`config.mk`:
```
export PLATFORM = sky130hd
export DESIGN_NAME = adder_unit_flat
export DESIGN_NICKNAME = d
export VERILOG_FILES = /design/src/rtl/adder_unit_if.sv /design/src/rtl/adder_unit.sv /design/src/flat_wrapper.sv
export SDC_FILE = /design/constraint.sdc
export NUM_CORES = 1
export LEC_CHECK = 0
export CORE_AREA = 2 2 39 41
export CTS_BUF_LIST = sky130_fd_sc_hd__clkbuf_8
export CTS_CLUSTER_SIZE = 30
export DETAILED_ROUTE_END_ITERATION = 7
export DIE_AREA = 0 0 41 43
export DONT_BUFFER_PORTS = 1
export PLACE_DENSITY = 0.33
export SLEW_MARGIN = 20
export SYNTH_ARGS = -nofsm -noshare
export SYNTH_HDL_FRONTEND = slang
export SYNTH_SLANG_ARGS = --single-unit
```
`constraint.sdc`:
```
create_clock -name clk -period 3.3 [get_ports clk]
set_input_delay 0.495 -clock clk [delete_from_list [all_inputs] [get_ports clk]]
set_output_delay 0.495 -clock clk [all_outputs]
set_load 0.02 [all_outputs]
```
`src/rtl/adder_unit_if.sv`:
```
// ----------------------------------------------------------------------------
// adder_unit_if
//   Operand/result bundle for adder_unit.
//
//   Parameter:
//     WIDTH      operand and sum width in bits (>= 1)
//
//   Signals:
//     in_valid   operand set a, b, cin is presented this cycle
//     a, b       operands (unsigned or two's complement)
//     cin        carry-in
//     sum        registered (a + b + cin) mod 2^WIDTH
//     cout       registered carry out of the MSB
//     ovf        registered signed overflow
//     zero       registered sum == 0 flag
//     out_valid  one-cycle pulse per accepted operand set
//
//   Modports:
//     master     operand source / result sink (testbench or parent)
//     slave      the adder itself
// ----------------------------------------------------------------------------
interface adder_unit_if #(
    parameter int WIDTH = 1
);
    logic             in_valid;
    logic [WIDTH-1:0] a;
    logic [WIDTH-1:0] b;
    logic             cin;
    logic [WIDTH-1:0] sum;
    logic             cout;
    logic             ovf;
    logic             zero;
    logic             out_valid;

    modport master (
        output in_valid, a, b, cin,
        input  sum, cout, ovf, zero, out_valid
    );

    modport slave (
        input  in_valid, a, b, cin,
        output sum, cout, ovf, zero, out_valid
    );
endinterface

```
`src/rtl/adder_unit.sv`:
```
// ----------------------------------------------------------------------------
// adder_unit
//   Registered, width-parameterized binary adder with carry-in, carry-out,
//   signed-overflow and zero flags. At WIDTH = 1 it is a clocked full adder.
//
//   Ports:
//     clk   rising-edge clock
//     rst   synchronous, active-high reset (clears results and valid)
//     bus   adder_unit_if.slave: in_valid/a/b/cin in, sum/cout/ovf/zero/
//           out_valid out
//
//   Parameter:
//     WIDTH operand width (>= 1), must match the connected interface
//
//   Build option:
//     ADDER_PIPE2_EN  undefined -> single stage, latency 1
//                     defined   -> two stages (low half, then high half),
//                                  latency 2; results and flags identical
//
//   Result registers only load when a result is presented, so outputs hold
//   their last value between accepted operand sets and undriven operands
//   while in_valid = 0 never reach them.
// ----------------------------------------------------------------------------
module adder_unit #(
    parameter int WIDTH = 1
) (
    input  logic      clk,
    input  logic      rst,
    adder_unit_if.slave bus
);

    // Result presented to the output register stage this cycle.
    logic [WIDTH-1:0] res_sum;
    logic             res_cout;
    logic             res_msb_cin;   // carry into the MSB, for overflow
    logic             res_fire;

    logic [WIDTH-1:0] sum_reg;
    logic             cout_reg;
    logic             ovf_reg;
    logic             zero_reg;
    logic             valid_reg;

`ifdef ADDER_PIPE2_EN
    // Low half is the larger half when WIDTH is odd, so WIDTH = 1 leaves an
    // empty high half and stage 2 only forwards.
    localparam int LO_W = (WIDTH + 1) / 2;
    localparam int HI_W = WIDTH - LO_W;

    logic [LO_W:0]   lo_full;
    logic [LO_W-1:0] lo_sum_reg;
    logic            lo_carry_reg;
    logic            s1_valid_reg;

    assign lo_full = {1'b0, bus.a[LO_W-1:0]} + {1'b0, bus.b[LO_W-1:0]}
                   + {{LO_W{1'b0}}, bus.cin};

    always_ff @(posedge clk) begin
        if (rst) begin
            lo_sum_reg   <= '0;
            lo_carry_reg <= 1'b0;
            s1_valid_reg <= 1'b0;
        end else begin
            s1_valid_reg <= bus.in_valid;
            if (bus.in_valid) begin
                lo_sum_reg   <= lo_full[LO_W-1:0];
                lo_carry_reg <= lo_full[LO_W];
            end
        end
    end

    generate
        if (HI_W > 0) begin : g_hi
            logic [HI_W-1:0] a_hi_reg;
            logic [HI_W-1:0] b_hi_reg;
            logic [HI_W:0]   hi_full;

            always_ff @(posedge clk) begin
                if (rst) begin
                    a_hi_reg <= '0;
                    b_hi_reg <= '0;
                end else if (bus.in_valid) begin
                    a_hi_reg <= bus.a[WIDTH-1:LO_W];
                    b_hi_reg <= bus.b[WIDTH-1:LO_W];
                end
            end

            assign hi_full     = {1'b0, a_hi_reg} + {1'b0, b_hi_reg}
                               + {{HI_W{1'b0}}, lo_carry_reg};
            assign res_sum     = {hi_full[HI_W-1:0], lo_sum_reg};
            assign res_cout    = hi_full[HI_W];
            // sum bit = a ^ b ^ carry_in, so the carry in is recoverable.
            assign res_msb_cin = a_hi_reg[HI_W-1] ^ b_hi_reg[HI_W-1]
                               ^ hi_full[HI_W-1];
        end else begin : g_no_hi
            // MSB lives in the low half; capture its carry-in in stage 1.
            logic msb_cin_reg;

            always_ff @(posedge clk) begin
                if (rst) begin
                    msb_cin_reg <= 1'b0;
                end else if (bus.in_valid) begin
                    msb_cin_reg <= bus.a[LO_W-1] ^ bus.b[LO_W-1]
                                 ^ lo_full[LO_W-1];
                end
            end

            assign res_sum     = lo_sum_reg;
            assign res_cout    = lo_carry_reg;
            assign res_msb_cin = msb_cin_reg;
        end
    endgenerate

    assign res_fire = s1_valid_reg;
`else
    logic [WIDTH:0] full;

    assign full        = {1'b0, bus.a} + {1'b0, bus.b} + {{WIDTH{1'b0}}, bus.cin};
    assign res_sum     = full[WIDTH-1:0];
    assign res_cout    = full[WIDTH];
    assign res_msb_cin = bus.a[WIDTH-1] ^ bus.b[WIDTH-1] ^ full[WIDTH-1];
    assign res_fire    = bus.in_valid;
`endif

    // Output stage shared by both builds, so flags and reset values match.
    always_ff @(posedge clk) begin
        if (rst) begin
            sum_reg   <= '0;
            cout_reg  <= 1'b0;
            ovf_reg   <= 1'b0;
            zero_reg  <= 1'b0;
            valid_reg <= 1'b0;
        end else begin
            valid_reg <= res_fire;
            if (res_fire) begin
                sum_reg  <= res_sum;
                cout_reg <= res_cout;
                ovf_reg  <= res_msb_cin ^ res_cout;
                zero_reg <= (res_sum == '0);
            end
        end
    end

    assign bus.sum       = sum_reg;
    assign bus.cout      = cout_reg;
    assign bus.ovf       = ovf_reg;
    assign bus.zero      = zero_reg;
    assign bus.out_valid = valid_reg;

endmodule

```
`src/flat_wrapper.sv`:
```
// flat-port wrapper written by rule: the top's interface ports become plain ports
module adder_unit_flat 
#(
    parameter int WIDTH = 1
)
  (clk, rst, bus_in_valid, bus_a, bus_b, bus_cin, bus_sum, bus_cout, bus_ovf, bus_zero, bus_out_valid);
  adder_unit_if #(.WIDTH(WIDTH)) bus_i ();
  input  logic clk;
  input  logic rst;
  input wire logic [$bits(bus_i.in_valid)-1:0] bus_in_valid;
  input wire logic [$bits(bus_i.a)-1:0] bus_a;
  input wire logic [$bits(bus_i.b)-1:0] bus_b;
  input wire logic [$bits(bus_i.cin)-1:0] bus_cin;
  output wire logic [$bits(bus_i.sum)-1:0] bus_sum;
  output wire logic [$bits(bus_i.cout)-1:0] bus_cout;
  output wire logic [$bits(bus_i.ovf)-1:0] bus_ovf;
  output wire logic [$bits(bus_i.zero)-1:0] bus_zero;
  output wire logic [$bits(bus_i.out_valid)-1:0] bus_out_valid;
  assign bus_i.in_valid = bus_in_valid;
  assign bus_i.a = bus_a;
  assign bus_i.b = bus_b;
  assign bus_i.cin = bus_cin;
  assign bus_sum = bus_i.sum;
  assign bus_cout = bus_i.cout;
  assign bus_ovf = bus_i.ovf;
  assign bus_zero = bus_i.zero;
  assign bus_out_valid = bus_i.out_valid;
  adder_unit #(.WIDTH(WIDTH)) u_core (.clk(clk), .rst(rst), .bus(bus_i));
endmodule
```
==> summary.txt, run 1 <==
Clock network
  • Post-CTS Hold Fix Bufs: 0
  • CTS resizes: 0
  • Clk Latency, worst-skew pair: 0.22 ns
  • CTS Buf Count: 3
  • CTS root buf: clkbuf_8
  • Clock-pin slew on the worst setup and hold paths: 0.03 ns
  • H-tree lvl count: 1
  • CTS tree: built
  • Clock tree buffer depth: 2
  • Clk sinks: 5
  • Post-CTS setup buffers: 0

Floorplan
  • Die Y: 43 um
  • Ports: 11
  • Chip Width: 41 um
  • Row Count: 14
  • Initial core utilization: 16.5%
  • Die Footprint: 0.00176 mm2
  • Core Box Area: 0.00138 mm2

Synthesis
  • Cells after synthesis: 23
  • Synth Area in Adders: 8.79%
  • Register area share after synthesis: 44.0%
  • Simple-Gate Fraction of Synth Area: 9.34%
  • Synth warn: 0
  • #FFs+latches synth: 5
  • Mapped Area: 228 um2
  • Largest cells by area after synthesis: dfxtp_1, fa_1, mux2i_1, xor2_1, inv_1
  • Xor/xnor share of the synthesized area: 11.5%
  • Mapped Nets: 30
  • Main combinational cell family by area after synthesis: XOR/XNOR gates
  • Share of the synthesized area in the top cell type: 44.0%
  • Post-synthesis mux area share: 8.79%
  • Yosys cell types: 11
  • Largest area contributor in the netlist: dfxtp_1
  • Syn Area/Cell: 9.90 um2
  • Compound-gate portion of the synthesized area: 8.79%

STA
  • Final Skew: 0 ns
  • Fin crit share: 44.4%
  • Highest clock rate: 682 MHz
  • Final setup fails: 0
  • Pin slew with the least headroom to its limit: 0.244 ns
  • Fin. Hold Viols: 0
  • Fin crit period: 1.47 ns
  • Slew HR: 83.7%
  • Max Slew Vio Count: 0
  • Fin Setup TNS: 0 ns
  • RSZ-0062 raised after global routing: false
  • Fin worst setup slack: 1.83 ns

Final layout
  • Area grow syn2layout: 26.4%
  • Total Nets Final: 34
  • Fin area: 288 um2
  • Antenna fix cells: 0
  • Commonest cells after routing, fill and taps aside: inv_1, dfxtp_1, nor2_1
  • Share of post-route cells with drive strength above 1: 15.4%

GRT
  • GRT Total Usage: 6.22%
  • Initial antenna violation count: 0
  • Total gr overflow: 0
  • Maximum number of pins on one net before global-route repair: 8
  • First-pass GRT wire length: 648 um
  • Vias in the first global route: 179

Critical path
  • Startpoint types: input pin
  • Reg2reg start: u_core.bus.cout
  • CP startpoint: bus_cin
  • Critical Path Fanout Max: 3
  • Worst EP required: 3.44 ns
  • WS Path Type: in2reg
  • Crit end category: flip-flop
  • Worst EP arrival: 1.61 ns

Power
  • Switching power total: 48.9 uW
  • VDD IR max: 0.137 mV
  • Leakage Power: 0.132 nW
  • Comb pwr share: 10.4%
  • Internal power: 157 uW
  • Sw Ratio: 23.7%
  • Seq pwr share: 37.0%
  • Clock share of power: 52.6%
  • PwrDens: 716 mW/mm2

Placed design
  • Final HPWL DP: 336 um
  • Worst slack at placement: 1.60 ns
  • I/O Buffers: 0
  • Placed inst area: 243 um2
  • RD Place Congestion: 0.561

Detailed routing
  • Vias per std cell: 3.50
  • Per-cell routed wire length: 9.88 um
  • Final WL: 415 um
  • DR vias: 147
  • Post-route ant nets: 0
  • TritonRoute pass-1 iters: 1
  • DR iter-0 viols: 0
  • DRC: 0

Status
  • Status: finished clean

Worst hold path
  • Hold path startpoint: rst
  • Min-Delay Path Class: in2reg

Flow run
  • Max Cap Violations: 0
## worst max-delay path, stage by stage
cell and delay, ns:
inv_1 0.03, fa_1 0.59, xor2_1 0.18, xnor2_1 0.10, a211oi_2 0.20
## power groups by stage
stage | sequential, mW | clock, mW | combinational [mW]
after floorplan | 0.0762 | 0 | 0.0204
after global placement | 0.0773 | 0 | 0.0213
after detailed placement | 0.0774 | 0 | 0.0219
after CTS | 0.0764 | 0.112 | 0.0220
after global routing | 0.0769 | 0.115 | 0.0245
final | 0.0761 | 0.108 | 0.0215
## worst paths after layout
path / slack (ns) / end / depth (start not counted)
worst max-delay path: 1.83 / u_core.bus.ovf / 5
worst min-delay path: 0.34 / u_core.bus.ovf / 1
worst max register to register: 2.50 / u_core.bus.cout / 2
worst min register to register: 0.60 / u_core.bus.cout / 2
## synthesized netlist by cell type
| library cell | number |
|---|---|
| a211oi_1 | 1 |
| a211oi_2 | 1 |
| buf_2 | 1 |
| dfxtp_1 | 5 |
| fa_1 | 1 |
| inv_1 | 4 |
| mux2i_1 | 2 |
| nor2_1 | 4 |
| nor2b_1 | 1 |
| xnor2_1 | 1 |
| xor2_1 | 2 |
## routing by layer
layer | vias to the layer above | routed length (um) | global-route usage, %
met5 | - | 0 | 0
met4 | 0 | 19 | 10.0
met3 | 2 | 43 | 1.57
met2 | 9 | 178 | 6.88
met1 | 61 | 172 | 7.07
li1 | 75 | - | -
## cell families after synthesis
family / count (synthesis)
muxes: 2
DFF: 5
and+or+nand+nor: 5
adders and majority gates: 1
AOI/OAI and AO/OA: 2
xor gates and xnor gates: 3
buffers and inverters: 5
## cell type report
cell class | count | area, um2
Fill cell | 159 | 1100
Tap cell | 16 | 20.0
Multi-Input combinational cell | 13 | 108
Inverter | 4 | 15.0
Clock inverter | 1 | 3.75
Sequential cell | 5 | 100
Clock buffer | 3 | 41.3
## stage by stage
| stage | total power, mW | hold slack [ns] | utilization [%] | std cells |
|---|---|---|---|---|
| 6_report | 0.206 | 0.336 | 20.8 | 42 |
| 3_5_place_dp | 0.0993 | 0.563 | 17.5 | 38 |
| 4_1_cts | 0.210 | 0.331 | 20.8 | 42 |
| 3_3_place_gp | 0.0986 | 0.563 | 17.5 | 38 |
| 2_1_floorplan | 0.0966 | 0.560 | - | 23 |
| 5_1_grt | 0.216 | 0.332 | 20.8 | 42 |
(Power assumes the default switching activity.)
==> run 2, diff against run 1 <==
- PLACE_DENSITY: 0.33 -> 0.34
- clock period: 3.3 -> 1.3 ns (I/O delays scaled with it)
==> run 2 against run 1 <==
Against the previous run: sequential cell count is the same; sequential share of layout area shrank 1.4 points; core utilization grew 0.90 points; largest cell class unchanged; setup slack lost 1.6 ns; via count grew 7.5%; global-route usage shrank 0.70 points; non-clock buffer count grew 1; critical path type unchanged.
==> summary.txt, run 2 (synthesized netlist as in run 1, its figures left out) <==
Power
  • Leakage Power: 0.136 nW
  • VDD IR max: 0.293 mV
  • PwrDens: 1790 mW/mm2

Final layout
  • Fin area: 300 um2
  • Share of post-route cells with drive strength above 1: 22.2%
  • Antenna fix cells: 0
  • Total Nets Final: 35
  • Most common cell after layout, fill and taps aside: dfxtp_1
  • Commonest cells after routing, fill and taps aside: dfxtp_1, inv_1, nor2_1
  • Layout Cells excl Fill: 43
  • Area grow syn2layout: 31.9%
  • Share of the core filled with cells: 21.7%

Placed design
  • Placed inst area: 255 um2
  • RD Place Congestion: 0.532
  • Worst slack at placement: -0.0264 ns
  • Dpl cells: 39
  • I/O Buffers: 0

Critical path
  • Reg2reg start: u_core.bus.cout
  • Worst reg2reg setup slack: 0.51 ns
  • Startpoint types: input pin
  • Worst EP arrival: 1.21 ns
  • Critical Path Fanout Max: 2
  • WS Path Type: in2reg
  • Reg2Reg Capture Point: u_core.bus.cout
  • Worst EP required: 1.40 ns
  • Cell count of the worst reg-to-reg path: 2
  • Crit end category: flip-flop

Clock network
  • Clock tree buffer depth: 2
  • CTS Buf Count: 3
  • CTS root buf: clkbuf_8
  • Post-CTS Hold Fix Bufs: 0
  • H-tree lvl count: 1
  • CTS tree: built
  • CTS resizes: 0
  • Post-CTS setup buffers: 0
  • Clock-pin slew on the worst setup and hold paths: 0.03 ns
  • Clk Latency, worst-skew pair: 0.22 ns
  • Clk sinks: 5

Detailed routing
  • DRC: 0
  • TritonRoute pass-1 iters: 3
  • Post-route ant nets: 0
  • Per-cell routed wire length: 9.53 um
  • Vias per std cell: 3.67
  • DR vias: 158
  • DR iter-0 viols: 3
  • Final WL: 410 um

Worst hold path
  • Worst hold stages: 1
  • Min-Delay Path Class: in2reg
  • Hold path startpoint: rst
  • Hold endpoint: u_core.bus.ovf

STA
  • Final setup fails: 0
  • Hold Slack: 0.0364 ns
  • RSZ-0062 raised after global routing: false
  • Fin crit share: 85.5%
  • Highest clock rate: 899 MHz
  • Slew HR: 83.8%
  • Final Skew: 0 ns
  • Pin slew with the least headroom to its limit: 0.242 ns
  • Fin worst setup slack: 0.188 ns
  • Fin. Hold Viols: 0
  • Max Slew Vio Count: 0
  • Fin crit period: 1.11 ns

Status
  • Status: finished clean

GRT
  • Total gr overflow: 0
  • Initial antenna violation count: 0
  • Maximum number of pins on one net before global-route repair: 8
  • First-pass GRT wire length: 600 um
  • Vias in the first global route: 177
  • GRT Total Usage: 5.52%

Flow run
  • Max Cap Violations: 0

Floorplan
  • Core Box Area: 0.00138 mm2
  • Initial core utilization: 16.5%
  • Row Count: 14
  • Chip Width: 41 um
  • Die Y: 43 um
  • Die Footprint: 0.00176 mm2
  • Ports: 11
run 2: cell types whose count changed in the layout (fill, tap and decap cells not counted):
cell   previous run  this run
buf_4             0         1
inv_1             5         4
inv_6             0         1
run 2: report_power, final:
part / total, mW / internal, mW / switching (mW)
clock network: 0.283 / 0.203 / 0.0805
registers: 0.193 / 0.168 / 0.0251
logic: 0.0621 / 0.0345 / 0.0276
run 2: stage by stage:
stage                     setup TNS (ns)  total power, mW
after floorplan                        0            0.246
after global placement           -0.0282            0.257
after detailed placement         -0.0264            0.258
after CTS                              0            0.547
after global routing                   0            0.553
final                                  0            0.539
run 2: final cells by class:
| type | instances | area (um2) |
|---|---|---|
| Clock buffer | 3 | 41.3 |
| Clock inverter | 1 | 3.75 |
| Fill cell | 155 | 1080 |
| Inverter | 4 | 20.0 |
| Multi-Input combinational cell | 13 | 108 |
| Sequential cell | 5 | 100 |
| Tap cell | 16 | 20.0 |
| Timing Repair Buffer | 1 | 7.51 |
run 2: critical path: stages:
cell and delay (ns):
inv_6 0.01, fa_1 0.56, xor2_1 0.18, xnor2_1 0.17, a211oi_2 0.09
run 2: metal layers:
metal	share of wire, %	track usage (%)	vias to the layer above
met3	12	1.57	2
met1	38	5.79	68
met4	2.4	8.00	0
met5	0	0	-
met2	47	6.88	10
li1	-	-	78
run 2: worst max path at each step:
stage	slack, ns	start	endpoint	cells after the start
3_3_place_gp	-0.03	bus_a	u_core.bus.ovf	5
5_1_grt	0.13	bus_a	u_core.bus.ovf	5
2_1_floorplan	0.0004	bus_a	u_core.bus.ovf	5
4_1_cts	0.18	bus_a	u_core.bus.ovf	5
6_report	0.19	bus_a	u_core.bus.ovf	5
3_5_place_dp	-0.03	bus_a	u_core.bus.ovf	5
==> run 3, diff against run 2 <==
- ABC_CLOCK_PERIOD_IN_PS: unset -> 1300
==> results of run 3 <==
The final DEF is identical to that of run 2; final timing and power are the same.
